$ cat config.mk
export PLATFORM = sky130hd
export DESIGN_NAME = serial_add_ctrl_flat
export DESIGN_NICKNAME = d
export VERILOG_FILES = /design/src/rtl/serial_add_ctrl_pkg.sv /design/src/rtl/serial_add_ctrl_if.sv /design/src/rtl/serial_add_ctrl_fulladder.sv /design/src/rtl/serial_add_ctrl.sv /design/src/flat_wrapper.sv
export SDC_FILE = /design/constraint.sdc
export NUM_CORES = 1
export LEC_CHECK = 0
export ABC_AREA = 1
export BUFFER_PORTS_ARGS = -buffer_cell sky130_fd_sc_hd__clkbuf_2
export CORE_MARGIN = 2
export CORE_UTILIZATION = 40
export CTS_CLUSTER_SIZE = 24
export DETAILED_ROUTE_END_ITERATION = 16
export GPL_TIMING_DRIVEN = 0
export PLACE_DENSITY = 0.62
export SKIP_LAST_GASP = 1
export SYNTH_ARGS = -nofsm -noshare
export SYNTH_HDL_FRONTEND = slang
export SYNTH_SLANG_ARGS = --single-unit
$ cat constraint.sdc
create_clock -name clk -period 1.42 [get_ports clk]
set_input_delay 0.071 -clock clk [delete_from_list [all_inputs] [get_ports clk]]
set_output_delay 0.071 -clock clk [all_outputs]
set_load 0.05 [all_outputs]
$ cat src/rtl/serial_add_ctrl_pkg.sv
// Shared types and defaults for the bit-serial adder controller.
package serial_add_ctrl_pkg;

  localparam int unsigned DEFAULT_WIDTH = 8;

  typedef enum logic [1:0] {
    S_IDLE = 2'd0,
    S_RUN  = 2'd1,
    S_DONE = 2'd2
  } state_e;

endpackage

$ cat src/rtl/serial_add_ctrl_if.sv
// Start/done request bus between the lab top-level and the serial adder.
interface serial_add_ctrl_if
  import serial_add_ctrl_pkg::*;
#(
  parameter int unsigned WIDTH = DEFAULT_WIDTH
);

  logic             start;
  logic [WIDTH-1:0] a;
  logic [WIDTH-1:0] b;
  logic             c_in;
  logic             busy;
  logic             done;
  logic [WIDTH-1:0] sum;
  logic             c_out;
  logic             overflow;

  modport master (
    output start, a, b, c_in,
    input  busy, done, sum, c_out, overflow
  );

  modport slave (
    input  start, a, b, c_in,
    output busy, done, sum, c_out, overflow
  );

endinterface

$ cat src/rtl/serial_add_ctrl_fulladder.sv
// Single-bit combinational full adder shared by the serial datapath.
module fulladder (
  input  logic a,
  input  logic b,
  input  logic c_in,
  output logic c_out,
  output logic s
);

  assign s     = a ^ b ^ c_in;
  assign c_out = (a & b) | (c_in & (a ^ b));

endmodule

$ cat src/rtl/serial_add_ctrl.sv
// Bit-serial adder: feeds operands LSB-first through one full adder, one bit per clock.
module serial_add_ctrl
  import serial_add_ctrl_pkg::*;
#(
  parameter int unsigned WIDTH = DEFAULT_WIDTH
) (
  input logic              clk,
  input logic              reset,
  serial_add_ctrl_if.slave bus
);

  localparam int unsigned CNT_W = $clog2(WIDTH);

  state_e             state_q, state_d;
  logic [WIDTH-1:0]   sha_q, sha_d;
  logic [WIDTH-1:0]   shb_q, shb_d;
  logic [WIDTH-1:0]   sumsh_q, sumsh_d;
  logic               carry_q, carry_d;
  logic [CNT_W-1:0]   cnt_q, cnt_d;
  logic [WIDTH-1:0]   sum_q, sum_d;
  logic               cout_q, cout_d;
  logic               ovf_q, ovf_d;
  logic               busy_q, busy_d;
  logic               done_q, done_d;

  logic               fa_s;
  logic               fa_co;
  logic [WIDTH-1:0]   sumsh_next;

  fulladder u_fa (
    .a     (sha_q[0]),
    .b     (shb_q[0]),
    .c_in  (carry_q),
    .c_out (fa_co),
    .s     (fa_s)
  );

  // Adder sum bit enters at the MSB so the LSB lands at bit 0 after WIDTH shifts
  assign sumsh_next = WIDTH'({fa_s, sumsh_q} >> 1);

  always_ff @(posedge clk) begin
    if (reset) begin
      state_q <= S_IDLE;
      sha_q   <= '0;
      shb_q   <= '0;
      sumsh_q <= '0;
      carry_q <= 1'b0;
      cnt_q   <= '0;
      sum_q   <= '0;
      cout_q  <= 1'b0;
      ovf_q   <= 1'b0;
      busy_q  <= 1'b0;
      done_q  <= 1'b0;
    end else begin
      state_q <= state_d;
      sha_q   <= sha_d;
      shb_q   <= shb_d;
      sumsh_q <= sumsh_d;
      carry_q <= carry_d;
      cnt_q   <= cnt_d;
      sum_q   <= sum_d;
      cout_q  <= cout_d;
      ovf_q   <= ovf_d;
      busy_q  <= busy_d;
      done_q  <= done_d;
    end
  end

  always_comb begin
    state_d = state_q;
    sha_d   = sha_q;
    shb_d   = shb_q;
    sumsh_d = sumsh_q;
    carry_d = carry_q;
    cnt_d   = cnt_q;
    sum_d   = sum_q;
    cout_d  = cout_q;
    ovf_d   = ovf_q;
    busy_d  = 1'b0;
    done_d  = 1'b0;

    case (state_q)
      S_IDLE: begin
        if (bus.start) begin
          sha_d   = bus.a;
          shb_d   = bus.b;
          carry_d = bus.c_in;
          cnt_d   = '0;
          sumsh_d = '0;
          busy_d  = 1'b1;
          state_d = S_RUN;
        end
      end
      S_RUN: begin
        sha_d   = sha_q >> 1;
        shb_d   = shb_q >> 1;
        sumsh_d = sumsh_next;
        carry_d = fa_co;
        cnt_d   = cnt_q + CNT_W'(1);
        busy_d  = 1'b1;
        // Last bit: carry_q is still the carry into the MSB
        if (cnt_q == CNT_W'(WIDTH - 1)) begin
          cnt_d   = '0;
          sum_d   = sumsh_next;
          cout_d  = fa_co;
          ovf_d   = carry_q ^ fa_co;
          busy_d  = 1'b0;
          done_d  = 1'b1;
          state_d = S_DONE;
        end
      end
      S_DONE: begin
        state_d = S_IDLE;
      end
      default: begin
        state_d = S_IDLE;
      end
    endcase
  end

  assign bus.busy     = busy_q;
  assign bus.done     = done_q;
  assign bus.sum      = sum_q;
  assign bus.c_out    = cout_q;
  assign bus.overflow = ovf_q;

endmodule

$ cat src/flat_wrapper.sv
// flat-port wrapper written by rule: the top's interface ports become plain ports
module serial_add_ctrl_flat import serial_add_ctrl_pkg::*;
#(
  parameter int unsigned WIDTH = DEFAULT_WIDTH
)
  (clk, reset, bus_start, bus_a, bus_b, bus_c_in, bus_busy, bus_done, bus_sum, bus_c_out, bus_overflow);
  serial_add_ctrl_if #(.WIDTH(WIDTH)) bus_i ();
  input logic clk;
  input logic reset;
  input wire logic [$bits(bus_i.start)-1:0] bus_start;
  input wire logic [$bits(bus_i.a)-1:0] bus_a;
  input wire logic [$bits(bus_i.b)-1:0] bus_b;
  input wire logic [$bits(bus_i.c_in)-1:0] bus_c_in;
  output wire logic [$bits(bus_i.busy)-1:0] bus_busy;
  output wire logic [$bits(bus_i.done)-1:0] bus_done;
  output wire logic [$bits(bus_i.sum)-1:0] bus_sum;
  output wire logic [$bits(bus_i.c_out)-1:0] bus_c_out;
  output wire logic [$bits(bus_i.overflow)-1:0] bus_overflow;
  assign bus_i.start = bus_start;
  assign bus_i.a = bus_a;
  assign bus_i.b = bus_b;
  assign bus_i.c_in = bus_c_in;
  assign bus_busy = bus_i.busy;
  assign bus_done = bus_i.done;
  assign bus_sum = bus_i.sum;
  assign bus_c_out = bus_i.c_out;
  assign bus_overflow = bus_i.overflow;
  serial_add_ctrl #(.WIDTH(WIDTH)) u_core (.clk(clk), .reset(reset), .bus(bus_i));
endmodule
; Word-level counts from Yosys, hierarchy flattened
; Index checks and enable logic that the tools add are counted.
[totals]
regBits = 42
output_inout_bits = 12
inputBits = 20
wordCells = 47
[classes]
n_addsub = 1
n_reduce_logical = 6
mux = 18
bitwise_logic = 7
eq_ne = 4
[ops]
columns = operator, n
row1 = 8-bit one-hot mux with 2 select lines, 3
row2 = 8-bit 2-to-1 mux, 3
row3 = 3-bit 2-to-1 mux, 2
row4 = 3-bit one-hot mux with 2 select lines, 1
row5 = 2-bit AND reduction, 3
row6 = 1-bit 2-to-1 mux, 4
row7 = 2-bit 2-to-1 mux, 2
row8 = 1-bit one-hot mux with 2 select lines, 2
row9 = 2-bit one-hot mux with 2 select lines, 1
row10 = 3-bit by 1-bit adder with 3-bit output (second input constant), 1
row11 = 3-bit == test (second input constant), 1
row12 = 1-bit XOR, 3
row13 = 1-bit bitwise AND, 2
row14 = 2-bit by 1-bit == test with 1-bit output (second input constant), 1
row15 = 2-bit zero test, 1
row16 = 2-bit by 1-bit inequality test with 1-bit output (second input constant), 1
row17 = 2-bit inequality test (second input constant), 1
row18 = 2-bit nonzero test, 1
row19 = 2-bit OR reduction, 1
row20 = 1-bit inverter, 1
row21 = 1-bit bitwise OR, 1

; Depth between registers and ports, before layout
[depth]
ltp_word = 4
ltp_mapped = 8
mapped_depth_nobuf = 8

; By module
; A second synthesis with hierarchy kept.
[hier_totals]
cells_unflattened = 239
area_unflattened_um2 = 1705.4
[by_module_without_submodules]
columns = module, cells_each, instances, area_per_inst_um2
row1 = serial_add_ctrl, 238, 1, 1685.4
row2 = fulladder, 1, 1, 20.0

; Worst setup path after synthesis
; No wires, ideal clock.
[synth_path]
path_kind = reg2reg
start = reg u_core.cnt_q[0]
end = reg u_core.sum_q[7] (netlist: u_core.bus.sum[7])
n_path_buf = 0
setup_slack_ns = 0.251
period_less_slack_ns = 1.169
path_stages_with_launch = 9
setup_ns = 0.114
t_arrival_ns = 1.055
cell_sequence = dfxtp_1 -> ha_1 -> ha_1 -> inv_1 -> nor2_2 -> nand2_1 -> inv_2 -> nand2_1 -> nand2_1
[synth_between]
elab_chain_cells = 2
[synth_rtl]
columns = element, line
row1 = from (decl), serial_add_ctrl.sv:19  ; logic [CNT_W-1:0] cnt_q, cnt_d;
row2 = from (signal assigned), serial_add_ctrl.sv:60  ; cnt_q <= cnt_d;
row3 = 3-bit == test, serial_add_ctrl.sv:102  ; if (cnt_q == CNT_W'(WIDTH - 1)) begin
row4 = 2-bit AND reduction (no line), n/a
row5 = to (signal assigned), serial_add_ctrl.sv:61  ; sum_q <= sum_d;
row6 = to (decl), serial_add_ctrl.sv:20  ; logic [WIDTH-1:0] sum_q, sum_d;
; No other way between the ends.
; A chain may end at the register's enable or synchronous reset.

; Worst setup path after layout
[layout_path]
start = reg u_core.cnt_q[0]
end = reg u_core.sum_q[4] (netlist: u_core.bus.sum[4])
; Same word-level chain as after synthesis.

==> results.json <==
{
  "status": "complete, no violations",
  "setup_violations": 0,
  "cts_buffer_depth": 2,
  "hold_end": "u_core.shb_q[4]",
  "postCtsHoldBufs": 0,
  "seq_power_share": 0.533,
  "arrival_ns": 1.48,
  "slowest_delay_ns": 0.32,
  "initial_core_util": 0.423,
  "combPwrFrac": 0.152,
  "core_area_sq_um": 4410,
  "pin_count": 32,
  "power_density_nw_per_um2": 1060,
  "portBuffers": 31,
  "reg2reg_depth": 8,
  "antenna_left": 0,
  "grt_max_degree": 13,
  "maxCapViolCount": 0,
  "clk_pin_slew_ns": 0.08,
  "r2r_slack_ns": 0.13,
  "p_int_mw": 1.68,
  "ys_types": 22,
  "nets": 326,
  "timing.rr.end": "u_core.bus.sum[4]",
  "grt_pass1_vias": 1620,
  "synth_largest_area_cell": "dfxtp_1",
  "gr-total-overflow": 0,
  "seq_area_frac_synth": 0.440,
  "cp_cell_sequence": "ha_1 -> ha_1 -> inv_1 -> nor2_4 -> nand2_2 -> inv_4 -> nand2_1 -> nand2_1",
  "worstMarginPinSlew_ns": 0.485,
  "cts_root_buf": "clkbuf_8",
  "fmax_mhz": 773,
  "crit_path_max_fanout": 8,
  "p_clk_frac": 0.315,
  "yosys_register_bits": 41,
  "min_path_type": "in -> reg",
  "die-area_sq_um": 5230,
  "switching_share": 0.270,
  "yosys_warnings": 0,
  "switchingPower_mw": 0.622,
  "synth_cells": 265,
  "hold-path-cell-count": 3,
  "routabilityCongestion": 0.784,
  "via_count": 1642,
  "antenna_found_initial": 0,
  "track_usage": 0.174,
  "numCtsBuffers": 5,
  "drive_gt1_frac": 0.201,
  "hpwl_um": 2810,
  "worstSkewPairLatency_ns": 0.29,
  "slew_viol_final": 0,
  "wl_per_cell_um": 11.0,
  "dr.pass1.iters": 4,
  "required_ns": 1.61,
  "clock_sinks": 41,
  "setup.worst_path.class": "reg -> reg",
  "critPathCaptureType": "flip-flop",
  "avgViaCountPerCell": 4.61,
  "most-common-layout-cells": "nand2_1 (73), dfxtp_1 (41), inv_1 (34), nand3_1 (34), clkbuf_2 (31)",
  "cts_tree": "done",
  "yosys-top-cells-area": "dfxtp_1 (44%), nand2_1 (15%), nand3_1 (9.1%)",
  "num_rows": 24,
  "synth_top_area_frac": 0.440,
  "fillers": 476,
  "cp-start-kind": "flip-flop",
  "drt_iter0_drc": 101,
  "hp-start": "bus_b[4]",
  "rsz0062_at_grt": "false",
  "avgSynthCellArea_sq_um": 7.04,
  "cpMaxStageDelayCell": "dfxtp_1",
  "syn-cell-area_sq_um": 1870,
  "hold_viol_final": 0,
  "fp.dieW_um": 72.3,
  "drc_errors": 0,
  "htreeDepth": 2,
  "antennaDiodeCount": 0,
  "worstReg2RegStart": "u_core.cnt_q[0]",
  "final_common_cell": "nand2_1",
  "post-route-min-period_ns": 1.29,
  "finClkSkew_ns": 0.00418,
  "grt_pass1_wl_um": 7120,
  "timing.final.crit_share": 0.911,
  "finalPower_mw": 2.30,
  "fin_tns_setup_ns": 0,
  "slew_headroom": 0.677,
  "die_h_um": 72.3,
  "syn2layout_area_growth_pct": 16.8,
  "routed_wirelength_um": 3920,
  "ir_drop_uv": 518,
  "synth.net_count": 288,
  "p_leak_nw": 1.11
}
[registers in the layout, indices dropped and copies added, names as in the netlist]
name	count
u_core.sha_q	8
u_core.shb_q	8
u_core.bus.c_out	1
u_core.carry_q	1
u_core.bus.sum	8
u_core.sumsh_q	7
u_core.bus.busy	1
u_core.bus.overflow	1
u_core.state_q	2
u_core.cnt_q	3
u_core.bus.done	1
[synthesized netlist by cell type, drive strengths merged]
master / count
inv: 39
fa: 1
nand3: 34
buf: 11
ha: 2
nand2: 78
nor2: 26
a21oi: 14
o21ai: 3
nor3: 14
nand3b: 1
clkbuf: 1
dfxtp: 41
[power by group through the flow]
stage | Combinational, mW | Clock, mW | Sequential, mW
6_report | 0.349 | 0.725 | 1.23
5_1_grt | 0.408 | 0.801 | 1.23
4_1_cts | 0.353 | 0.756 | 1.23
3_5_place_dp | 0.351 | 0 | 1.25
3_3_place_gp | 0.346 | 0 | 1.25
2_1_floorplan | 0.251 | 0 | 1.26
[worst max path at each step]
stage / startpoint / end / slack, ns / cells after the start
2_1_floorplan: u_core.cnt_q[0] / u_core.bus.sum[7] / 0.25 / 8
3_3_place_gp: u_core.cnt_q[0] / u_core.bus.sum[6] / 0.08 / 8
3_5_place_dp: u_core.cnt_q[0] / u_core.bus.sum[6] / 0.06 / 8
4_1_cts: u_core.cnt_q[0] / u_core.bus.sum[2] / 0.05 / 8
5_1_grt: u_core.cnt_q[0] / u_core.bus.sum[4] / 0.001 / 8
6_report: u_core.cnt_q[0] / u_core.bus.sum[4] / 0.13 / 8
[critical path, delay by kind of cell, from the launching register on]
family	cells	cell delay [ns]
adder cells (fa/ha/maj)	2	0.40
flip-flops	1	0.32
AND/OR/NAND/NOR	4	0.28
buffers and inverters	2	0.21
[what timing repair did]
item | in CTS | in global routing
setup buffers | 0 | 0
resized for setup | 0 | 3
endpoints found under the hold margin | 0 | 0
setup endpoints to repair | 0 | 8
[cell type report]
class,count,area [sq um],share of cell area
flip-flops and latches,41,821,0.377
multi-input cells,173,820,0.376
repair buffers,31,155,0.0712
inverters,39,154,0.0706
plain buffers,12,81.3,0.0373
clock buffers,6,72.6,0.0333
well taps,52,65.1,0.0299
clock inverters,2,10.0,0.00460
[stage by stage]
step                      hold WS, ns  cells   util  worst slack [ns]  instance area (sq um)
after floorplan                 0.140    265      -             0.251                   1870
after global placement          0.300    348  0.473            0.0841                   2090
after detailed placement        0.308    348  0.473            0.0627                   2090
after CTS                    0.000965    356  0.491            0.0514                   2170
after global routing          0.00686    356  0.493           0.00136                   2180
final                         0.00837    356  0.493             0.127                   2180
[logic make-up (layout without fill, tap and decap cells)]
| group | count (synthesis) | in the layout | share of synthesized area |
|---|---|---|---|
| fa+ha+maj | 3 | 3 | 0.0241 |
| simple gates | 153 | 153 | 0.366 |
| flops | 41 | 41 | 0.440 |
| compound gates | 17 | 17 | 0.0456 |
| buf+inv | 51 | 90 | 0.125 |
[per-layer routing]
| layer | track usage | vias up | routed length [um] |
|---|---|---|---|
| met2 | 0.278 | 21 | 1650 |
| met1 | 0.230 | 723 | 2060 |
| met3 | 0.0444 | 5 | 150 |
| li1 | - | 893 | - |
| met4 | 0.0587 | 0 | 58 |
| met5 | 0 | - | 0 |
Note: power is estimated with default switching activity, not from simulation.
